## config.mk

```make
export PLATFORM = sky130hd
export DESIGN_NAME = spi_slave_cs_flat
export DESIGN_NICKNAME = d
export VERILOG_FILES = /design/src/rtl/spi_slave_cs_if.sv /design/src/rtl/spi_slave_cs.sv /design/src/flat_wrapper.sv
export SDC_FILE = /design/constraint.sdc
export NUM_CORES = 1
export LEC_CHECK = 0
export BUFFER_PORTS_ARGS = -buffer_cell sky130_fd_sc_hd__buf_2
export CAP_MARGIN = 20
export CORE_MARGIN = 5
export CORE_UTILIZATION = 45
export CTS_CLUSTER_SIZE = 25
export DETAILED_ROUTE_END_ITERATION = 8
export PLACE_DENSITY = 0.71
export SKIP_CTS_REPAIR_TIMING = 1
export SYNTH_ARGS = -nofsm -noshare
export SYNTH_HDL_FRONTEND = slang
export SYNTH_SLANG_ARGS = --single-unit
```

## constraint.sdc

```tcl
create_clock -name clk -period 3.7 [get_ports clk]
set_clock_uncertainty 0.2 [all_clocks]
set_input_delay 0.37 -clock clk [delete_from_list [all_inputs] [get_ports clk]]
set_output_delay 0.37 -clock clk [all_outputs]
set_load 0.01 [all_outputs]
```

## src/rtl/spi_slave_cs_if.sv

```systemverilog
// rtl/spi_slave_cs_if.sv - SPI pins and fabric TX/RX handshake for spi_slave_cs
interface spi_slave_cs_if #(
    parameter int CNT_W = 2
);
    logic             i_SPCK;
    logic             i_MOSI;
    logic             i_CS_n;
    logic             o_MISO;
    logic             o_MISO_En;
    logic [7:0]       i_TX_Byte;
    logic             i_TX_En;
    logic             o_TX_Ready;
    logic             o_TX_Underrun;
    logic [7:0]       o_RX_Byte;
    logic             o_RX_En;
    logic [CNT_W-1:0] o_RX_Count;

    modport slave (
        input  i_SPCK, i_MOSI, i_CS_n, i_TX_Byte, i_TX_En,
        output o_MISO, o_MISO_En, o_TX_Ready, o_TX_Underrun, o_RX_Byte, o_RX_En, o_RX_Count
    );

    modport master (
        output i_SPCK, i_MOSI, i_CS_n, i_TX_Byte, i_TX_En,
        input  o_MISO, o_MISO_En, o_TX_Ready, o_TX_Underrun, o_RX_Byte, o_RX_En, o_RX_Count
    );
endinterface

```

## src/rtl/spi_slave_cs.sv

```systemverilog
// rtl/spi_slave_cs.sv - SPI responder with chip select, oversampled on the system clock
module spi_slave_cs #(
    parameter int         SPI_MODE         = 0,
    parameter int         MAX_BYTES_PER_CS = 3,
    parameter logic [7:0] DEFAULT_TX       = 8'hFF,
    localparam int        CNT_W            = $clog2(MAX_BYTES_PER_CS + 1)
) (
    input  logic          clk,
    input  logic          rst_n,
    spi_slave_cs_if.slave bus
);
    localparam logic             CPOL    = ((SPI_MODE >> 1) & 1) != 0;
    localparam logic             CPHA    = (SPI_MODE & 1) != 0;
    localparam logic [CNT_W-1:0] CNT_MAX = CNT_W'(MAX_BYTES_PER_CS);

    typedef enum logic {IDLE, ACTIVE} state_t;

    state_t           state;
    state_t           next_state;
    logic             frame_start;
    logic             frame_end;
    logic             cs_s1, cs_s2;
    logic             spck_s1, spck_s2, spck_d;
    logic             mosi_s1, mosi_s2;
    logic             in_frame;
    logic             lead, trail;
    logic             sample_ev, shift_ev, byte_start;
    logic [7:0]       tx_shift;
    logic [7:0]       hold;
    logic             hold_full;
    logic [7:0]       rx_shift;
    logic [7:0]       rx_byte;
    logic [2:0]       bit_cnt;
    logic             byte_done;
    logic [CNT_W-1:0] rx_count;
    logic             rx_en;
    logic             underrun;
    logic             miso_en;

    always_ff @(posedge clk or negedge rst_n) begin
        if (!rst_n) begin
            cs_s1   <= 1'b1;
            cs_s2   <= 1'b1;
            spck_s1 <= CPOL;
            spck_s2 <= CPOL;
            spck_d  <= CPOL;
            mosi_s1 <= 1'b0;
            mosi_s2 <= 1'b0;
        end else begin
            cs_s1   <= bus.i_CS_n;
            cs_s2   <= cs_s1;
            spck_s1 <= bus.i_SPCK;
            spck_s2 <= spck_s1;
            spck_d  <= spck_s2;
            mosi_s1 <= bus.i_MOSI;
            mosi_s2 <= mosi_s1;
        end
    end

    always_ff @(posedge clk or negedge rst_n) begin
        if (!rst_n) begin
            state <= IDLE;
        end else begin
            state <= next_state;
        end
    end

    always_comb begin
        next_state  = state;
        frame_start = 1'b0;
        frame_end   = 1'b0;
        case (state)
            IDLE: begin
                if (!cs_s2) begin
                    next_state  = ACTIVE;
                    frame_start = 1'b1;
                end
            end
            ACTIVE: begin
                if (cs_s2) begin
                    next_state = IDLE;
                    frame_end  = 1'b1;
                end
            end
            default: next_state = IDLE;
        endcase
    end

    // Edges are only meaningful inside a frame; the CS-rising cycle is excluded.
    assign in_frame  = (state == ACTIVE) && !cs_s2;
    assign lead      = in_frame && (spck_d == CPOL) && (spck_s2 != CPOL);
    assign trail     = in_frame && (spck_d != CPOL) && (spck_s2 == CPOL);
    assign sample_ev = CPHA ? trail : lead;
    assign byte_start = CPHA ? (lead && (bit_cnt == 3'd0))
                             : (frame_start || (trail && byte_done));
    assign shift_ev  = (CPHA ? lead : trail) && !byte_start;

    always_ff @(posedge clk or negedge rst_n) begin
        if (!rst_n) begin
            tx_shift  <= 8'h00;
            rx_shift  <= 8'h00;
            rx_byte   <= 8'h00;
            bit_cnt   <= 3'd0;
            byte_done <= 1'b0;
            rx_count  <= '0;
            rx_en     <= 1'b0;
            underrun  <= 1'b0;
            miso_en   <= 1'b0;
        end else begin
            rx_en    <= 1'b0;
            underrun <= 1'b0;
            miso_en  <= (next_state == ACTIVE);
            if (frame_end) begin
                tx_shift  <= 8'h00;
                bit_cnt   <= 3'd0;
                byte_done <= 1'b0;
                rx_count  <= '0;
            end else begin
                if (sample_ev) begin
                    rx_shift <= {rx_shift[6:0], mosi_s2};
                    bit_cnt  <= bit_cnt + 3'd1;
                    if (bit_cnt == 3'd7) begin
                        rx_byte   <= {rx_shift[6:0], mosi_s2};
                        rx_en     <= 1'b1;
                        byte_done <= 1'b1;
                        if (rx_count != CNT_MAX) begin
                            rx_count <= rx_count + 1'b1;
                        end
                    end
                end
                // Holding register first, then a same-cycle fabric write, else underrun.
                if (byte_start) begin
                    byte_done <= 1'b0;
                    if (hold_full) begin
                        tx_shift <= hold;
                    end else if (bus.i_TX_En) begin
                        tx_shift <= bus.i_TX_Byte;
                    end else begin
                        tx_shift <= DEFAULT_TX;
                        underrun <= 1'b1;
                    end
                end else if (shift_ev) begin
                    tx_shift <= {tx_shift[6:0], 1'b0};
                end
            end
        end
    end

    always_ff @(posedge clk or negedge rst_n) begin
        if (!rst_n) begin
            hold      <= 8'h00;
            hold_full <= 1'b0;
        end else if (byte_start && hold_full) begin
            hold_full <= 1'b0;
        end else if (bus.i_TX_En && !hold_full && !byte_start) begin
            hold      <= bus.i_TX_Byte;
            hold_full <= 1'b1;
        end
    end

    assign bus.o_MISO        = tx_shift[7];
    assign bus.o_MISO_En     = miso_en;
    assign bus.o_TX_Ready    = ~hold_full;
    assign bus.o_TX_Underrun = underrun;
    assign bus.o_RX_Byte     = rx_byte;
    assign bus.o_RX_En       = rx_en;
    assign bus.o_RX_Count    = rx_count;
endmodule

```

## src/flat_wrapper.sv

```systemverilog
// flat-port wrapper written by rule: the top's interface ports become plain ports
module spi_slave_cs_flat 
#(
    parameter int         SPI_MODE         = 0,
    parameter int         MAX_BYTES_PER_CS = 3,
    parameter logic [7:0] DEFAULT_TX       = 8'hFF,
    localparam int        CNT_W            = $clog2(MAX_BYTES_PER_CS + 1)
)
  (clk, rst_n, bus_i_SPCK, bus_i_MOSI, bus_i_CS_n, bus_i_TX_Byte, bus_i_TX_En, bus_o_MISO, bus_o_MISO_En, bus_o_TX_Ready, bus_o_TX_Underrun, bus_o_RX_Byte, bus_o_RX_En, bus_o_RX_Count);
  spi_slave_cs_if #(.CNT_W(($clog2((3) + 1)))) bus_i ();
  input  logic clk;
  input  logic rst_n;
  input wire logic [$bits(bus_i.i_SPCK)-1:0] bus_i_SPCK;
  input wire logic [$bits(bus_i.i_MOSI)-1:0] bus_i_MOSI;
  input wire logic [$bits(bus_i.i_CS_n)-1:0] bus_i_CS_n;
  input wire logic [$bits(bus_i.i_TX_Byte)-1:0] bus_i_TX_Byte;
  input wire logic [$bits(bus_i.i_TX_En)-1:0] bus_i_TX_En;
  output wire logic [$bits(bus_i.o_MISO)-1:0] bus_o_MISO;
  output wire logic [$bits(bus_i.o_MISO_En)-1:0] bus_o_MISO_En;
  output wire logic [$bits(bus_i.o_TX_Ready)-1:0] bus_o_TX_Ready;
  output wire logic [$bits(bus_i.o_TX_Underrun)-1:0] bus_o_TX_Underrun;
  output wire logic [$bits(bus_i.o_RX_Byte)-1:0] bus_o_RX_Byte;
  output wire logic [$bits(bus_i.o_RX_En)-1:0] bus_o_RX_En;
  output wire logic [$bits(bus_i.o_RX_Count)-1:0] bus_o_RX_Count;
  assign bus_i.i_SPCK = bus_i_SPCK;
  assign bus_i.i_MOSI = bus_i_MOSI;
  assign bus_i.i_CS_n = bus_i_CS_n;
  assign bus_i.i_TX_Byte = bus_i_TX_Byte;
  assign bus_i.i_TX_En = bus_i_TX_En;
  assign bus_o_MISO = bus_i.o_MISO;
  assign bus_o_MISO_En = bus_i.o_MISO_En;
  assign bus_o_TX_Ready = bus_i.o_TX_Ready;
  assign bus_o_TX_Underrun = bus_i.o_TX_Underrun;
  assign bus_o_RX_Byte = bus_i.o_RX_Byte;
  assign bus_o_RX_En = bus_i.o_RX_En;
  assign bus_o_RX_Count = bus_i.o_RX_Count;
  spi_slave_cs #(.SPI_MODE(SPI_MODE), .MAX_BYTES_PER_CS(MAX_BYTES_PER_CS), .DEFAULT_TX(DEFAULT_TX)) u_core (.clk(clk), .rst_n(rst_n), .bus(bus_i));
endmodule
```

## Word level (Yosys, flattened, before mapping)

Cells that the tools add are included.

- Bits in registers: 48
- Output and inout port bits: 15

- Equal/unequal tests: 2
- Add/sub/neg operators: 2
- Multiplexer cells: 28
- Bitwise gates (word level): 5
- Reductions and logical operators: 26

Operators with widths:

| operator | count |
|---|---|
| 8-bit two-way mux | 5 |
| 1-bit two-way mux | 17 |
| 1-bit logical AND | 10 |
| 3-bit nonzero test | 3 |
| 2-bit two-way mux | 4 |
| 2-bit nonzero test | 4 |
| 3-bit two-way mux | 2 |
| 2-bit AND reduction | 3 |
| 3-bit AND reduction | 2 |
| 1-bit inverter | 5 |
| 3-bit by 1-bit adder with 3-bit output, second input constant | 1 |
| 3-bit == test, second input constant | 1 |
| 1-bit zero test | 3 |
| 2-bit by 1-bit adder with 2-bit output, second input constant | 1 |
| 2-bit inequality test, second input constant | 1 |
| 1-bit logical OR | 1 |

## Depth between registers and ports, before layout

Gate-level depths: netlist of the first run.

- Depth in word-level cells: 11
- Mapped depth: 6
- Depth with buffers taken out: 5

## Least setup slack after synthesis of the first run

OpenSTA, ideal clock, no wires.

- Kind: register -> register
- Start point: register u_core.cs_s2
- End point: register u_core.hold[0]
- Arrival: 1397 ps
- Stages on the path, launching flop included: 6
- Setup slack: 1978 ps
- Period minus slack after synthesis: 1722 ps
- Setup time: 125 ps
- Path through: dfstp_2 nor2_1 a31oi_4 nor2b_4 buf_12 mux2_4

- Cells in the longest elaborated chain, start to end: 9
- Elaborated cells between the ends (all ways): 13
- Classes of those cells: 2 x mux; 1 x bitwise; 10 x reduce/logical

RTL lines:

| element | line | RTL |
|---|---|---|
| start: declaration | spi_slave_cs.sv:22 | `logic cs_s1, cs_s2;` |
| start signal: assignment | spi_slave_cs.sv:51 | `cs_s2 <= cs_s1;` |
| 1-bit zero test | n/a |  |
| 1-bit logical AND | spi_slave_cs.sv:90 | `assign in_frame = (state == ACTIVE) && !cs_s2;` |
| 1-bit logical AND (2 in series) | spi_slave_cs.sv:92 | `assign trail = in_frame && (spck_d != CPOL) && (spck_s2 == CPOL);` |
| 1-bit logical AND | spi_slave_cs.sv:95 | `: (frame_start \|\| (trail && byte_done));` |
| 1-bit logical OR * | spi_slave_cs.sv:95 |  |
| 1-bit zero test or 1-bit logical AND (tied branches) | spi_slave_cs.sv:155, spi_slave_cs.sv:153 |  |
| 1-bit logical AND or 1-bit inverter (tied branches) | n/a |  |
| 2-bit AND reduction (no source line) * | n/a |  |
| end signal: assignment | spi_slave_cs.sv:156 | `hold <= bus.i_TX_Byte;` |
| end: declaration | spi_slave_cs.sv:29 | `logic [7:0] hold;` |

Mark *: on every way between the ends. The rest lies on a longest branch, timed or not.
A chain may end at the register's enable or synchronous reset.

## Final worst setup path of the first run

- Start point: register u_core.cs_s2
- End point: register u_core.hold[3]

- Elaborated cells between the ends (all ways): 13
- Classes of those cells: 2 x mux; 1 x bitwise; 10 x reduce/logical

RTL lines:

| element | line | RTL |
|---|---|---|
| 1-bit two-way mux * | n/a |  |
| via u_core.next_state | spi_slave_cs.sv:19 | `state_t next_state;` |
| 1-bit two-way mux * | spi_slave_cs.sv:72 | `case (state)` |
| 1-bit logical OR * | spi_slave_cs.sv:95 |  |
| 1-bit zero test or 1-bit logical AND (tied branches) | spi_slave_cs.sv:155, spi_slave_cs.sv:153 |  |
| 1-bit logical AND or 1-bit inverter (tied branches) | n/a |  |
| 2-bit AND reduction (no source line) * | n/a |  |

The timed path passes the listed nets; every way through them passes the cells marked *.

==> impl_metrics.csv, run 1 <==
group,metric,value,unit
die,die_h,77.3,um
place,gp_congestion,0.747,
grt,grt_use_total,12.3,%
yosys,synth.avg_cell_area,14.3,sq um
timing,clock.fmax,0.470,GHz
timing,maxSlewViolCount,0,
power_and_ir_drop,power_frac_seq,51.8,%
die,fp.coreArea,4380,sq um
final_layout,layout.nets,195,
setup_path,timing.rr.end,"u_core.hold[3]",
yosys,ys_ff_latch,48,
timing,finalCriticalPeriod,2.13,ns
cts,cts_buffers,5,
detailed_routing,drt_iter0_markers,46,
status,status,"completed",
power_and_ir_drop,cellLeakagePower,1.22,nW
cts,h-tree-depth,2,
timing,worstMarginPinSlew,0.453,ns
setup_path,reg2reg_depth,4,
yosys,syn-num-nets,160,
power_and_ir_drop,intPower,0.946,mW
grt,grt_antenna_before_repair,0,
die,dieWidth,77.3,um
yosys,synth_flop_cell,"dfrtp_1",
setup_path,critPathCaptureType,"register",
setup_path,critical_path_class,"reg2reg",
final_layout,n_antenna_cell,0,
setup_path,crit_arrival,2.11,ns
timing,fin_crit_sh,57.5,%
place,place_ws,1.57,ns
power_and_ir_drop,combPwrFrac,12.3,%
cts,clkLatencyLatePin,0.30,ns
place,dpl.cell_count,218,
worst_hold_path,min_from,"bus_i_TX_En",
die,dieArea,5980,sq um
final_layout,fill_cells,375,
cts,cts.clk_slew.worst_paths,0.08,ns
worst_hold_path,min_to,"u_core.bus.o_TX_Underrun",
grt,grt_first_pass_wirelength,5950,um
die,row_count,24,
cts,clock_sinks,48,
yosys,yosys.cell_types.count,33,
setup_path,start_kind,"register",
timing,rsz0062_at_grt,"no",
yosys,synthCells,143,
place,portBuffers,28,
yosys,synthArstFlopShare,100,%
detailed_routing,wirelength,3390,um
yosys,synth_area_leaders,"dfrtp_1 56%, mux2_4 9.6%, mux2_2 5.5%, mux2i_1 3.4%, nand2_1 2.8%",
yosys,synthTopCellsByCount,"46 x dfrtp_1, 15 x nand2_1, 13 x mux2_4",
yosys,yosysSeqAreaShare,59.1,%
timing,setup_tns,0,ns
worst_hold_path,hp-class,"in2reg",
timing,fin_ws,1.57,ns
power_and_ir_drop,clkPwrFrac,35.9,%
final_layout,seqCellArea,1200,sq um
worst_hold_path,hold_depth,2,
timing,slew-limit-headroom,69.8,%
yosys,synth_area,2040,sq um
yosys,ys_warn_count,0,
timing,setup_viol,0,
cts,cts_buffer_depth,2,
detailed_routing,ant_nets,0,
detailed_routing,post_drt_wl_per_cell,14.7,um
grt,grt-ovfl-total,0,
detailed_routing,drc_errors,0,
job,maxCapViolations,0,
final_layout,multi_input_area,768,sq um
cts,root_buffer,"clkbuf_8",
cts,tritoncts,"built",
power_and_ir_drop,p_sw,0.269,mW
die,io_pins,29,
yosys,synth.most_common_cell,"dfrtp_1",
final_layout,area_growth,16.8,%
final_layout,drive_above_1_share,37.4,%
detailed_routing,vias,1188,
setup_path,worstPathMaxFanout,12,
place,dp_hpwl,2490,um
yosys,synth_top_area_share,56.5,%
detailed_routing,viasPerCell,5.14,
detailed_routing,dr.pass1.iters,4,
die,start_util,46.5,%
power_and_ir_drop,power_density,510,nW/um^2
grt,grt_max_degree,49,
grt,grt_pass1_vias,1307,
setup_path,r2r-start,"u_core.cs_s2",
yosys,synth_top_cell_by_area,"dfrtp_1",
final_layout,stdcell_count,231,
timing,finalHoldViolCount,0,
setup_path,r2r_setup_slack,1.57,ns
power_and_ir_drop,switching_share,22.1,%
setup_path,required,3.69,ns
power_and_ir_drop,peakVddDrop,0.000243,V
yosys,synth-edff-count,0,
==> sequential cells by signal, indices dropped and copies added, names as in the netlist <==
signal / cells
u_core.spck_d: 1
u_core.rx_shift: 7
u_core.tx_shift: 8
u_core.byte_done: 1
u_core.mosi_s2: 1
u_core.bus.o_TX_Underrun: 1
u_core.state: 1
u_core.bit_cnt: 3
u_core.bus.o_RX_Count: 2
u_core.cs_s1: 1
u_core.mosi_s1: 1
u_core.spck_s2: 1
u_core.cs_s2: 1
u_core.bus.o_RX_Byte: 8
u_core.hold: 8
u_core.bus.o_RX_En: 1
u_core.hold_full: 1
u_core.spck_s1: 1
==> cell families after synthesis <==
family | share of synthesized area (%)
flops | 59.1
xor+xnor | 0.430
mux | 18.5
buf+inv | 3.25
simple gates | 7.24
fa+ha+maj | 1.84
compound gates | 9.64
==> placed cells by master, fill, tap and decap left out, types with 2 or more instances in the layout <==
cell / synthesis / layout
clkbuf_8: 0 / 5
mux2_2: 10 / 10
mux2_4: 13 / 13
buf_2: 1 / 28
o31ai_1: 2 / 2
mux2i_1: 7 / 7
ha_1: 3 / 3
nand2b_1: 3 / 3
dfstp_2: 2 / 2
dfrtp_1: 46 / 46
inv_1: 2 / 2
o21ai_0: 11 / 11
dlygate4sd3_1: 0 / 4
o22a_1: 6 / 6
bufinv_16: 0 / 2
nand2_1: 15 / 15
o211ai_1: 2 / 2
==> per-layer routing <==
| layer | track usage [%] | vias up | part of all wire (%) | wire length [um] |
|---|---|---|---|---|
| met2 | 20.1 | 31 | 47 | 1580 |
| met4 | 3.09 | 0 | 0.91 | 31 |
| met1 | 14.7 | 584 | 45 | 1520 |
| li1 | - | 567 | - | - |
| met3 | 5.74 | 6 | 7.6 | 257 |
| met5 | 0 | - | 0 | 0 |
==> metrics by stage <==
stage	total power [mW]	utilization, %	hold slack (ns)	instance area (sq um)
after global placement	0.775	49.9	0.137	2190
after global routing	1.27	54.3	0.0669	2380
final	1.21	54.3	0.0645	2380
after detailed placement	0.787	49.9	0.135	2190
after CTS	1.22	52.9	-0.0395	2320
after floorplan	0.739	-	-0.126	2040
==> cell type report <==
cell class | instances | share of cell area, %
Clock buffer | 6 | 3.05
Inverter | 3 | 0.473
Sequential cell | 48 | 50.6
Tap cell | 52 | 2.73
Multi-Input combinational cell | 87 | 32.3
Timing Repair Buffer | 33 | 8.41
Clock inverter | 2 | 2.52
==> critical path: stages, from the launching register on <==
cell and delay (ns):
dfstp_2 0.58, inv_1 0.09, a31oi_4 0.39, nor2b_4 0.42, mux2_4 0.34
==> how the worst max path moves through the flow <==
stage,from,endpoint
detailed placement,u_core.cs_s2,u_core.hold[3]
floorplan,u_core.cs_s2,u_core.hold[0]
CTS,u_core.cs_s2,u_core.hold[3]
global route,u_core.cs_s2,u_core.hold[3]
global placement,u_core.cs_s2,u_core.hold[1]
finish,u_core.cs_s2,u_core.hold[3]
==> power groups by stage <==
stage	registers (mW)	clock network, mW	logic, mW
4_1_cts	0.630	0.447	0.147
6_report	0.629	0.436	0.149
3_5_place_dp	0.641	0	0.146
2_1_floorplan	0.628	0	0.110
3_3_place_gp	0.636	0	0.139
5_1_grt	0.640	0.468	0.167
No activity file was read; power rests on OpenSTA's default activity.
==> inputs of run 2 (changes only) <==
- ABC_AREA: default -> 1
- clock period: 3.7 -> 2.1 ns (I/O delays scaled with it)
==> impl_metrics.csv, run 2 <==
group,metric,value,unit
timing,setup_tns,0,ns
place,place_ws,0.399,ns
cts,cts_buffers,5,
power_and_ir_drop,cellLeakagePower,1.32,nW
yosys,muxShareOfSynthArea,0,%
yosys,synth.avg_cell_area,8.84,sq um
setup_path,cpLargestDelayFamily,"buffers and inverters",
setup_path,critPathCaptureType,"primary output",
yosys,synth-simple-area-share,25.3,%
yosys,synthArstFlopShare,100,%
final_layout,layout_commonest_cell,"nand2_1",
power_and_ir_drop,combPwrFrac,13.6,%
power_and_ir_drop,switching_share,27.3,%
cts,clkLatencyLatePin,0.30,ns
yosys,synth_top_area_share,53.4,%
die,fp.coreArea,4690,sq um
die,die_h,79.2,um
setup_path,cpMaxStageDelayCell,"dfrtp_1",
timing,clock.fmax,0.532,GHz
detailed_routing,wirelength,3870,um
die,io_pins,29,
detailed_routing,drt_iter0_markers,131,
place,place_area,2310,sq um
yosys,synth_top_cell_by_area,"dfrtp_1",
timing,maxSlewViolCount,0,
cts,cts.clk_slew.worst_paths,0.08,ns
yosys,syn-num-nets,261,
power_and_ir_drop,peakVddDrop,0.000410,V
power_and_ir_drop,p_sw,0.500,mW
timing,rsz0062_at_grt,"no",
yosys,ys_warn_count,0,
yosys,ys_ff_latch,48,
detailed_routing,drc_errors,0,
yosys,synth-xor-area-share,0,%
grt,grt-ovfl-total,0,
yosys,synth_flop_cell,"dfrtp_1",
final_layout,design_area,2450,sq um
final_layout,area_growth,13.6,%
setup_path,required,1.69,ns
setup_path,cp.buffers_inverters,2,
yosys,synth-edff-count,0,
status,status,"finished, violations left",
grt,grt_use_total,14.3,%
power_and_ir_drop,intPower,1.34,mW
detailed_routing,dr.pass1.iters,4,
die,dieWidth,79.2,um
timing,hold_ws,-0.0147,ns
final_layout,final_cell_mix,"66 x nand2_1, 46 x dfrtp_1, 39 x inv_1",
final_layout,fill_cells,430,
power_and_ir_drop,clkPwrFrac,28.2,%
setup_path,cpPeakStageDelay,0.56,ns
final_layout,layout.nets,295,
power_and_ir_drop,power_frac_seq,58.2,%
setup_path,worstPathMaxFanout,10,
grt,grt_first_pass_wirelength,6960,um
final_layout,post-route-util,52.2,%
yosys,synth-compound-area-share,6.44,%
power_and_ir_drop,power_density,749,nW/um^2
yosys,synth-adder-area-share,1.74,%
yosys,synth_area_leaders,"dfrtp_1 53%, nand2_1 11%, inv_1 6.8%, nand3_1 6.0%, o21ai_0 3.2%",
job,maxCapViolations,0,
place,gp_congestion,0.777,
cts,root_buffer,"clkbuf_8",
detailed_routing,post_drt_wl_per_cell,11.7,um
yosys,synth_area,2160,sq um
timing,worstMarginPinSlew,0.522,ns
cts,clock_sinks,48,
timing,fin_crit_sh,89.6,%
cts,h-tree-depth,2,
setup_path,crit_arrival,1.47,ns
timing,finalCriticalPeriod,1.88,ns
timing,setup_viol,0,
grt,grt_max_degree,28,
timing,fin_ws,0.219,ns
die,row_count,25,
timing,slew-limit-headroom,65.2,%
yosys,synth.most_common_cell,"nand2_1",
detailed_routing,vias,1589,
place,dp_hpwl,2730,um
yosys,yosysSeqAreaShare,55.8,%
grt,grt_antenna_before_repair,0,
die,dieArea,6280,sq um
final_layout,drive_above_1_share,19.1,%
detailed_routing,ant_nets,0,
cts,tritoncts,"built",
setup_path,start_kind,"register",
yosys,synth_top_family_by_area,"simple AND/OR/NAND/NOR gates",
detailed_routing,viasPerCell,4.79,
setup_path,critical_path_class,"reg2out",
grt,grt_pass1_vias,1480,
cts,cts_buffer_depth,2,
worst_hold_path,hp-class,"in2reg",
yosys,synthCells,244,
status,violations,"hold timing",
die,start_util,46.0,%
yosys,yosys.cell_types.count,22,
timing,finalHoldViolCount,4,
final_layout,n_antenna_cell,0,
setup_path,path_cells,"clkinv_1, buf_2",
yosys,synthTopCellsByCount,"66 x nand2_1, 46 x dfrtp_1, 39 x inv_1",
place,portBuffers,28,
==> run 2: layout make-up <==
class	count	area, sq um	area share, %
sequential	48	1200	49.1
clock buffer	5	68.8	2.81
timing repair buffer	35	220	8.98
tap	54	67.6	2.76
clock inverter	2	12.5	0.510
inverter	41	156	6.38
multi-input combinational	147	722	29.5
==> run 2: stage by stage <==
| step | power (mW) | cells | hold WS, ns |
|---|---|---|---|
| 6_report | 1.84 | 332 | -0.0147 |
| 5_1_grt | 1.96 | 332 | 0.00112 |
| 4_1_cts | 1.86 | 326 | -0.310 |
| 3_5_place_dp | 1.33 | 319 | 0.0234 |
| 3_3_place_gp | 1.32 | 319 | 0.0118 |
| 2_1_floorplan | 1.25 | 244 | -0.286 |
==> run 2: layer usage <==
layer	track usage, %	wire [um]	vias up
met5	0	0	-
met4	5.67	69	0
met3	3.29	179	7
met2	21.4	1760	29
met1	20.0	1860	716
li1	-	-	837
==> run 2: power groups by stage <==
stage	clock [mW]	combinational, mW	sequential, mW
after global placement	0	0.238	1.08
final	0.518	0.250	1.07
after global routing	0.577	0.302	1.08
after detailed placement	0	0.245	1.08
after CTS	0.546	0.246	1.07
after floorplan	0	0.183	1.07
==> run 2: path summary, 6_finish.rpt <==
kind	to	slack (ns)	startpoint	depth (start not counted)
worst max-delay path	bus_o_TX_Ready	0.22	u_core.hold_full	2
min in group asynchronous	u_core.bit_cnt[0]	0.22	rst_n	2
worst min-delay path	u_core.hold[2]	-0.01	bus_i_TX_Byte[2]	3
worst min register to register	u_core.spck_s2	0.15	u_core.spck_s1	0
max in group asynchronous	u_core.hold[4]	0.97	rst_n	3
worst max register to register	u_core.hold[5]	0.38	u_core.spck_s2	6
==> run 2: cells by family (layout without fill, tap and decap cells) <==
kind of cell,after synthesis,count (layout)
adders and majority gates,3,3
buffers and inverters,49,83
DFF,48,48
and+or+nand+nor,117,117
AOI/OAI and AO/OA,27,27
==> run 2: worst min-delay path, cell delays in order <==
cell,delay [ns]
buf_2,0.10
inv_1,0.06
o21ai_0,0.08
